--- src/rtl/alu.sv ---
// -----------------------------------------------------------------------------
// alu -- 8-bit, 16-function arithmetic/logic unit with a registered 13-bit
// result. Operands and function select are sampled on every rising clock edge,
// and the selected function's value appears on `result` one cycle later.
// A new operation is accepted every cycle. There is no handshake.
//
// Ports
//   clk     in   1   single clock, rising-edge active
//   rst_n   in   1   asynchronous active-low reset; clears result to zero
//   a       in   8   operand A, unsigned
//   b       in   8   operand B, unsigned
//   sel     in   4   function select (all 16 codes defined)
//   result  out  13  registered function output
// -----------------------------------------------------------------------------
module alu (
  input  logic        clk,
  input  logic        rst_n,
  input  logic [7:0]  a,
  input  logic [7:0]  b,
  input  logic [3:0]  sel,
  output logic [12:0] result
);

  typedef enum logic [3:0] {
    OP_ADD  = 4'h0,
    OP_SUB  = 4'h1,
    OP_MUL  = 4'h2,
    OP_DIV  = 4'h3,
    OP_MOD  = 4'h4,
    OP_AND  = 4'h5,
    OP_OR   = 4'h6,
    OP_XOR  = 4'h7,
    OP_NAND = 4'h8,
    OP_NOR  = 4'h9,
    OP_XNOR = 4'hA,
    OP_NOT  = 4'hB,
    OP_SHL  = 4'hC,
    OP_SHR  = 4'hD,
    OP_ROL  = 4'hE,
    OP_CMP  = 4'hF
  } op_e;

  logic [15:0] w_prod;
  logic [12:0] w_next;
  logic [12:0] r_result;

  // Full 16-bit product. Only the low 13 bits are kept for MUL.
  assign w_prod = {8'b0, a} * {8'b0, b};

  always_comb begin
    // NOTE: default assignment first so every path drives w_next (no latch).
    w_next = '0;
    case (op_e'(sel))
      OP_ADD:  w_next = {4'b0, {1'b0, a} + {1'b0, b}};
      // Zero-extending to 13 bits before subtracting gives the two's-complement wrap.
      OP_SUB:  w_next = {5'b0, a} - {5'b0, b};
      OP_MUL:  w_next = w_prod[12:0];
      OP_DIV:  w_next = (b == 8'd0) ? 13'h1FFF : {5'b0, a / b};
      OP_MOD:  w_next = (b == 8'd0) ? {5'b0, a} : {5'b0, a % b};
      OP_AND:  w_next = {5'b0, a & b};
      OP_OR:   w_next = {5'b0, a | b};
      OP_XOR:  w_next = {5'b0, a ^ b};
      OP_NAND: w_next = {5'b0, ~(a & b)};
      OP_NOR:  w_next = {5'b0, ~(a | b)};
      OP_XNOR: w_next = {5'b0, ~(a ^ b)};
      OP_NOT:  w_next = {5'b0, ~a};
      OP_SHL:  w_next = {4'b0, a, 1'b0};
      OP_SHR:  w_next = {6'b0, a[7:1]};
      OP_ROL:  w_next = {5'b0, a[6:0], a[7]};
      // Exactly one of greater / equal / less is set.
      OP_CMP:  w_next = {10'b0, (a > b), (a == b), (a < b)};
      default: w_next = '0;
    endcase
  end

  // NOTE: sequential state uses non-blocking assignments only.
  always_ff @(posedge clk or negedge rst_n) begin
    if (!rst_n) begin
      r_result <= '0;
    end else begin
      r_result <= w_next;
    end
  end

  assign result = r_result;

endmodule

--- config.mk ---
export PLATFORM = sky130hd
export DESIGN_NAME = alu
export DESIGN_NICKNAME = d
export VERILOG_FILES = /design/src/rtl/alu.sv
export SDC_FILE = /design/constraint.sdc
export NUM_CORES = 1
export LEC_CHECK = 0
export ABC_AREA = 1
export BUFFER_PORTS_ARGS = -buffer_cell sky130_fd_sc_hd__buf_4
export CORE_UTILIZATION = 40
export CTS_CLUSTER_SIZE = 40
export DETAILED_ROUTE_END_ITERATION = 8
export HOLD_SLACK_MARGIN = 0.06
export PLACE_DENSITY = 0.66
export SLEW_MARGIN = 20
export SYNTH_ARGS = -nofsm -noshare
export SYNTH_HDL_FRONTEND = slang
export SYNTH_SLANG_ARGS = --single-unit
--- constraint.sdc ---
create_clock -name clk -period 1.08 [get_ports clk]
set_input_delay 0.216 -clock clk [delete_from_list [all_inputs] [get_ports clk]]
set_output_delay 0.216 -clock clk [all_outputs]
set_load 0.1 [all_outputs]
==> results.sh, run 1 <==
export IMPL_die_x_um=123
export IMPL_final_cell_mix="buf_4, nand2_1, inv_1, ha_1, nand2_2"
export IMPL_hp_class="in2async"
export IMPL_async_flop_share_pct=100
export IMPL_synth_top_area_share_pct=18.9
export IMPL_timing_final_crit_period_ns=8.31
export IMPL_worstSetupEndpointType="register"
export IMPL_slew_headroom_pct=74.6
export IMPL_fin_ws_ns=-7.23
export IMPL_numClockSinks=13
export IMPL_max_freq_mhz=120
export IMPL_critical_path_max_fanout=7
export IMPL_grt_pass1_wl_mm=37.5
export IMPL_multiInputGateArea_sq_um=5850
export IMPL_power_density_nw_per_um2=1200
export IMPL_synth_top_cell_by_area="ha_1"
export IMPL_hold_slack_ns=0.365
export IMPL_portBuffers=34
export IMPL_max_stage_delay_ns=0.30
export IMPL_avgSynthCellArea_sq_um=6.54
export IMPL_cp_common_cell="nand2_2"
export IMPL_cts_made_buffers=3
export IMPL_gr_total_overflow=0
export IMPL_wl_mm=24.3
export IMPL_ant_nets=0
export IMPL_grt_max_degree=15
export IMPL_pre_cts_slack_ns=-7.67
export IMPL_status="complete, but fails checks"
export IMPL_remaining_drc_errors=0
export IMPL_dp_hpwl_mm=18.3
export IMPL_timing_final_crit_share_pct=769
export IMPL_required_ns=1.20
export IMPL_slew_viol_final=0
export IMPL_place_gp_congestion=1.01
export IMPL_synth_seq_cells=13
export IMPL_via_per_inst=5.37
export IMPL_drive_gt1_share_pct=49.7
export IMPL_leakage_nw=5.25
export IMPL_setup_viol=13
export IMPL_violations="negative setup slack"
export IMPL_first_global_vias=7494
export IMPL_synth_cell_types=50
export IMPL_initial_core_util_pct=40.8
export IMPL_vias=7537
export IMPL_antenna_found_initial=0
export IMPL_synth_area_sq_um=5900
export IMPL_dieArea_sq_um=15300
export IMPL_crit_path_top_delay_cell="ha_1"
export IMPL_synthCells=903
export IMPL_seq_area_frac_synth_pct=5.51
export IMPL_drt_pass1_iter_count=8
export IMPL_synth_edff_count=0
export IMPL_first_iter_violations=579
export IMPL_ys_flop_type="dfrtp_1"
export IMPL_gr_usage_all_layers_pct=32.1
export IMPL_ios=35
export IMPL_worstSetupPathType="in2reg"
export IMPL_cts_root_buf="clkbuf_16"
export IMPL_worstSetupStartpointType="primary input"
export IMPL_vdd_drop_max_mv=0.932
export IMPL_ys_warn_count=0
export IMPL_fillers=1116
export IMPL_worst_pin_slew_ns=0.377
export IMPL_layout_commonest_cell="buf_4"
export IMPL_synth_net_count=1051
export IMPL_path_clk_slew_ns=0.05
export IMPL_wire_per_inst_um=17.3
export IMPL_yosys_top_cells_area="ha_1, nand2_1, fa_1"
export IMPL_cts_max_level=1
export IMPL_cts_tree="yes"
export IMPL_ff_latch_area_sq_um=340
export IMPL_maxCapViolations=0
export IMPL_final_hold_viol_count=0
export IMPL_grt_setup_unrepaired="yes"
export IMPL_cts_buffer_depth=2
export IMPL_num_rows=44
export IMPL_critical_path_arrival_ns=8.42
export IMPL_nets=1369
export IMPL_diodes=0
export IMPL_die_h_um=123
export IMPL_core_sq_um=14500
export IMPL_largest_register_ffs=13
export IMPL_syn_to_final_growth_pct=69.4
==> worst max-delay path: cells and delay by family <==
kind / cells / cell delay (ns)
fa+ha+maj: 8 / 2.19
compound gates: 11 / 1.29
buf+inv: 16 / 1.47
simple gates: 35 / 3.23
==> cells in the mapped netlist (2+ instances only) <==
cell type / number
nor2_8: 2
o21bai_1: 2
nand2_1: 217
ha_1: 89
or2_2: 11
nor2_4: 4
nand2_4: 3
o21ai_2: 3
nand3_1: 50
o21ai_0: 42
and2_1: 3
o211ai_1: 5
buf_2: 2
nand2_2: 6
xnor2_1: 12
a21oi_1: 50
nor2_1: 45
buf_6: 4
inv_1: 177
clkbuf_1: 12
a22oi_1: 2
o221ai_1: 4
o2111ai_1: 10
a221oi_1: 7
inv_2: 10
buf_4: 3
dfrtp_1: 13
o22ai_1: 12
nor2_2: 2
a31oi_1: 3
fa_1: 37
xor2_1: 16
nand3_2: 8
nand4_1: 9
nor3_1: 12
nor4_1: 2
==> layer usage <==
metal  GRT usage (%)  up-vias  routed length [um]
met3            5.07       94                2060
li1                -     3542                   -
met1            39.8     3527                9410
met4            13.4        0                1200
met5               0        -                   0
met2            54.9      374               11600
==> report_power, final <==
group	leakage, nW	total [W]	internal, W	switching (W)
Clock	0.0382	0.000722	0.000500	0.000222
Combinational	5.06	0.0106	0.00494	0.00565
Sequential	0.151	0.000639	0.000589	0.0000501
Total	5.25	0.0120	0.00603	0.00592
==> repair_timing <==
| item | 4_1_cts | 5_1_grt |
|---|---|---|
| gates resized for setup | 148 | 76 |
| hold buffers | 1 | 0 |
| pin swaps | 104 | 64 |
| buffers inserted | 50 | 12 |
| hold endpoints to repair | 13 | 0 |
| setup endpoints to repair | 21 | 19 |
==> worst max path at each step <==
stage          startpoint        end  slack (ns)  cells past startpoint
4_1_cts              b[0]  result[3]       -6.90                     67
2_1_floorplan        b[1]  result[3]       -6.73                     68
6_report             b[0]  result[7]       -7.23                     70
3_5_place_dp         b[0]  result[3]       -7.67                     71
3_3_place_gp         b[0]  result[3]       -7.32                     69
5_1_grt              b[0]  result[3]       -7.66                     71
==> layout make-up <==
type | instances | area share [%]
clock buffer | 4 | 0.788
inverter | 189 | 7.57
multi-input combinational | 679 | 58.5
sequential | 13 | 3.40
tap | 184 | 2.30
timing repair buffer | 335 | 27.5
==> logic make-up after synthesis <==
logic type	after synthesis	synth area share (%)
simple gates	379	29.8
buf+inv	211	14.2
compound gates	146	14.9
fa+ha+maj	126	31.4
xor+xnor	28	4.15
flops	13	5.51
==> metrics by stage <==
stage | TNS, ns | cells | power [W] | util, % | cell area [sq um]
floorplan | -65.10 | 903 | 0.00610 | - | 6500
global placement | -72.36 | 1337 | 0.00882 | 59.0 | 8540
detailed placement | -75.14 | 1337 | 0.00894 | 59.0 | 8540
CTS | -67.60 | 1392 | 0.0110 | 66.5 | 9620
global route | -74.62 | 1404 | 0.0128 | 69.1 | 10000
finish | -70.48 | 1404 | 0.0120 | 69.1 | 10000
No activity file was read; power rests on OpenSTA's default activity.
==> inputs of run 2 (changes only) <==
--- a/config.mk
+++ b/config.mk
@@ -7,11 +7,13 @@
 export LEC_CHECK = 0
 export ABC_AREA = 1
 export BUFFER_PORTS_ARGS = -buffer_cell sky130_fd_sc_hd__buf_4
+export CORE_ASPECT_RATIO = 1.25
 export CORE_UTILIZATION = 40
 export CTS_CLUSTER_SIZE = 40
 export DETAILED_ROUTE_END_ITERATION = 8
 export HOLD_SLACK_MARGIN = 0.06
 export PLACE_DENSITY = 0.66
+export SKIP_CTS_REPAIR_TIMING = 1
 export SLEW_MARGIN = 20
 export SYNTH_ARGS = -nofsm -noshare
 export SYNTH_HDL_FRONTEND = slang
==> results.sh, run 2 (synthesized netlist as in run 1, its figures left out) <==
export IMPL_ant_nets=0
export IMPL_antenna_found_initial=0
export IMPL_final_hold_viol_count=0
export IMPL_vdd_drop_max_mv=1.89
export IMPL_drt_pass1_iter_count=5
export IMPL_cts_buffer_depth=2
export IMPL_max_stage_delay_ns=0.37
export IMPL_finalInstanceArea_sq_um=9770
export IMPL_fillers=1179
export IMPL_die_h_um=138
export IMPL_ff_latch_area_sq_um=340
export IMPL_worstSetupStartpointType="primary input"
export IMPL_hp_class="in2async"
export IMPL_critical_path_arrival_ns=8.35
export IMPL_num_rows=49
export IMPL_first_global_vias=7104
export IMPL_layout_commonest_cell="buf_4"
export IMPL_path_clk_slew_ns=0.05
export IMPL_worst_pin_slew_ns=0.379
export IMPL_cts_root_buf="clkbuf_16"
export IMPL_grt_pass1_wl_mm=34.3
export IMPL_gr_total_overflow=0
export IMPL_slew_headroom_pct=74.5
export IMPL_core_sq_um=14400
export IMPL_power_density_nw_per_um2=1210
export IMPL_crit_path_top_delay_cell="fa_2"
export IMPL_timing_final_crit_share_pct=762
export IMPL_dieArea_sq_um=15300
export IMPL_critical_path_max_fanout=7
export IMPL_dp_hpwl_mm=18.3
export IMPL_max_freq_mhz=121
export IMPL_multiInputGateArea_sq_um=5900
export IMPL_wire_per_inst_um=17.6
export IMPL_setup_viol=13
export IMPL_leakage_nw=5.10
export IMPL_place_gp_congestion=0.973
export IMPL_required_ns=1.19
export IMPL_final_cell_mix="buf_4, nand2_1, inv_1, ha_1, nand2_2"
export IMPL_numClockSinks=13
export IMPL_initial_core_util_pct=41.0
export IMPL_cts_tree="yes"
export IMPL_cts_max_level=1
export IMPL_wl_mm=24.0
export IMPL_drive_gt1_share_pct=48.0
export IMPL_via_per_inst=5.32
export IMPL_nets=1335
export IMPL_fin_ws_ns=-7.15
export IMPL_power_w=0.0118
export IMPL_grt_setup_unrepaired="yes"
export IMPL_worstSetupEndpointType="register"
export IMPL_ios=35
export IMPL_status="complete, but fails checks"
export IMPL_timing_final_crit_period_ns=8.23
export IMPL_dpl_cell_area_sq_um=8520
export IMPL_violations="negative setup slack"
export IMPL_die_x_um=111
export IMPL_gr_usage_all_layers_pct=28.5
export IMPL_setup_tns_final_ns=-69.66
export IMPL_grt_max_degree=15
export IMPL_largest_register_ffs=13
export IMPL_cp_common_cell="nand2_2"
export IMPL_cts_made_buffers=3
export IMPL_first_iter_violations=486
export IMPL_syn_to_final_growth_pct=65.5
export IMPL_slew_viol_final=0
export IMPL_diodes=0
export IMPL_portBuffers=34
export IMPL_worstSetupPathType="in2reg"
export IMPL_vias=7260
export IMPL_maxCapViolations=0
export IMPL_remaining_drc_errors=0
run 2: how the worst max path moves through the flow:
stage | from | end | slack, ns | depth (start not counted)
after detailed placement | b[0] | result[6] | -7.63 | 68
after global placement | b[0] | result[6] | -7.38 | 68
after CTS | b[0] | result[6] | -7.41 | 68
after global routing | b[0] | result[7] | -7.57 | 69
final | b[0] | result[6] | -7.15 | 66
after floorplan | b[1] | result[3] | -6.73 | 68
run 2: cell type report:
cell class                 count  area share (%)
clock inverter                 1          0.0512
timing repair buffer         301            25.4
inverter                     189            7.69
tap                          178            2.28
sequential                    13            3.48
multi-input combinational    679            60.3
clock buffer                   3           0.768
run 2: power breakdown:
| group | switching (W) | internal, W | total (W) |
|---|---|---|---|
| logic | 0.00570 | 0.00482 | 0.0105 |
| clock network | 0.000200 | 0.000492 | 0.000691 |
| registers | 0.0000415 | 0.000589 | 0.000630 |
run 2: worst max-delay path, delay by kind of cell:
| kind | cells | cell delay, ns |
|---|---|---|
| compound gates | 13 | 1.65 |
| xor+xnor | 2 | 0.33 |
| fa+ha+maj | 8 | 2.11 |
| buf+inv | 13 | 1.10 |
| simple gates | 30 | 2.89 |
run 2: per-layer routing:
metal / wire length, um / share of wire (%) / GRT usage, % / vias to the layer above
met3: 933 / 3.9 / 2.38 / 97
met1: 8910 / 37 / 31.6 / 3471
met5: 0 / 0 / 0 / -
li1: - / - / - / 3471
met2: 12700 / 53 / 54.5 / 221
met4: 1440 / 6.0 / 14.8 / 0
run 2: stage by stage:
| step | hold WS (ns) | utilization [%] | std cells | worst slack (ns) |
|---|---|---|---|---|
| after floorplan | -0.0796 | - | 903 | -6.73 |
| after global placement | 0.0660 | 59.2 | 1331 | -7.38 |
| after detailed placement | 0.0689 | 59.2 | 1331 | -7.63 |
| after CTS | -0.184 | 59.7 | 1335 | -7.41 |
| after global routing | 0.396 | 67.8 | 1364 | -7.57 |
| final | 0.357 | 67.8 | 1364 | -7.15 |
==> inputs of run 3 (changes only) <==
--- a/config.mk
+++ b/config.mk
@@ -12,6 +12,7 @@
 export CTS_CLUSTER_SIZE = 40
 export DETAILED_ROUTE_END_ITERATION = 8
 export HOLD_SLACK_MARGIN = 0.06
+export MAX_ROUTING_LAYER = met4
 export PLACE_DENSITY = 0.66
 export SKIP_CTS_REPAIR_TIMING = 1
 export SLEW_MARGIN = 20
==> results.sh, run 3 (synthesized netlist as in run 1, its figures left out) <==
export IMPL_status="complete, but fails checks"
export IMPL_violations="negative setup slack"
export IMPL_max_stage_delay_ns=0.28
export IMPL_timing_final_crit_period_ns=8.06
export IMPL_worstSetupPathType="in2reg"
export IMPL_final_cell_mix="buf_4, nand2_1, inv_1, ha_1, nand2_2"
export IMPL_grt_max_degree=15
export IMPL_portBuffers=34
export IMPL_first_iter_violations=485
export IMPL_die_x_um=111
export IMPL_p_sw_share_pct=49.8
export IMPL_critical_path_arrival_ns=8.17
export IMPL_ios=35
export IMPL_path_clk_slew_ns=0.05
export IMPL_switching_power_w=0.00577
export IMPL_vdd_drop_max_mv=2.21
export IMPL_p_seq_share_pct=5.5
export IMPL_core_sq_um=14400
export IMPL_cts_max_level=1
export IMPL_leakage_nw=5.04
export IMPL_slew_viol_final=0
export IMPL_gr_usage_all_layers_pct=29.1
export IMPL_cts_tree="yes"
export IMPL_power_w=0.0116
export IMPL_internal_power_w=0.00581
export IMPL_nets=1330
export IMPL_worst_pin_slew_ns=0.396
export IMPL_worstSetupStartpointType="primary input"
export IMPL_initial_core_util_pct=41.0
export IMPL_p_clk_share_pct=6.0
export IMPL_grt_pass1_wl_mm=34.1
export IMPL_cp_common_cell="nand2_2"
export IMPL_cp_top_family="simple AND/OR/NAND/NOR gates"
export IMPL_crit_path_top_delay_cell="ha_4"
export IMPL_diodes=0
export IMPL_fin_util_pct=67.0
export IMPL_dp_hpwl_mm=18.2
export IMPL_dieArea_sq_um=15300
export IMPL_fin_ws_ns=-6.98
export IMPL_worstSetupEndpointType="register"
export IMPL_wl_mm=23.0
export IMPL_largest_register_ffs=13
export IMPL_setup_viol=13
export IMPL_numClockSinks=13
export IMPL_final_hold_viol_count=0
export IMPL_first_global_vias=6951
export IMPL_cts_buffer_depth=2
export IMPL_grt_setup_unrepaired="yes"
export IMPL_cts_root_buf="clkbuf_16"
export IMPL_timing_final_crit_share_pct=746
export IMPL_wire_per_inst_um=16.9
export IMPL_hp_class="in2async"
export IMPL_syn_to_final_growth_pct=63.6
export IMPL_slew_headroom_pct=73.3
export IMPL_vias=7127
export IMPL_critical_path_max_fanout=6
export IMPL_p_comb_share_pct=88.6
export IMPL_num_rows=49
export IMPL_drt_pass1_iter_count=8
export IMPL_remaining_drc_errors=0
export IMPL_via_per_inst=5.24
export IMPL_critPathBufInv=14
export IMPL_maxCapViolations=0
export IMPL_power_density_nw_per_um2=1200
export IMPL_required_ns=1.19
export IMPL_place_gp_congestion=0.987
export IMPL_cts_made_buffers=3
export IMPL_antenna_found_initial=0
export IMPL_max_freq_mhz=124
export IMPL_gr_total_overflow=0
export IMPL_hold_slack_ns=0.375
export IMPL_die_h_um=138
export IMPL_ant_nets=0
export IMPL_layout_commonest_cell="buf_4"
export IMPL_drive_gt1_share_pct=47.2
==> run 3: area by class of cell <==
cell class | count | area, sq um
multi-input combinational | 679 | 5850
tap | 178 | 223
clock buffer | 3 | 75.1
sequential | 13 | 340
clock inverter | 1 | 5.00
inverter | 189 | 754
fill | 1186 | 4750
timing repair buffer | 296 | 2410
==> run 3: per-layer routing <==
| metal | part of all wire (%) | up-vias | wire, um | GRT usage, % |
|---|---|---|---|---|
| met5 | 0 | - | 0 | - |
| met4 | 4.9 | 0 | 1130 | 12.2 |
| met2 | 53 | 238 | 12200 | 55.1 |
| li1 | - | 3454 | - | - |
| met1 | 38 | 3354 | 8780 | 31.7 |
| met3 | 4.0 | 81 | 931 | 1.94 |
==> run 3: worst paths after layout <==
path / startpoint / to / slack [ns] / cells after the start
setup / recovery: b[0] / result[6] / -6.98 / 68
hold / removal: rst_n / result[3] / 0.38 / 2
max in group asynchronous: rst_n / result[10] / 0.53 / 2
min in group clk: sel[3] / result[2] / 0.50 / 5
==> run 3: power by group through the flow <==
stage	logic [W]	clock network, W	registers [W]
global placement	0.00854	0	0.000620
CTS	0.00869	0.000703	0.000614
floorplan	0.00483	0	0.00127
finish	0.0103	0.000689	0.000634
detailed placement	0.00864	0	0.000621
global route	0.0111	0.000731	0.000641
==> run 3: stage by stage <==
step | cells | setup TNS [ns] | setup slack, ns | instance area, sq um
after CTS | 1335 | -71.60 | -7.37 | 8600
after global placement | 1331 | -72.94 | -7.42 | 8520
final | 1359 | -68.26 | -6.98 | 9660
after global routing | 1359 | -72.28 | -7.40 | 9660
after floorplan | 903 | -65.10 | -6.73 | 6500
after detailed placement | 1331 | -74.40 | -7.57 | 8520
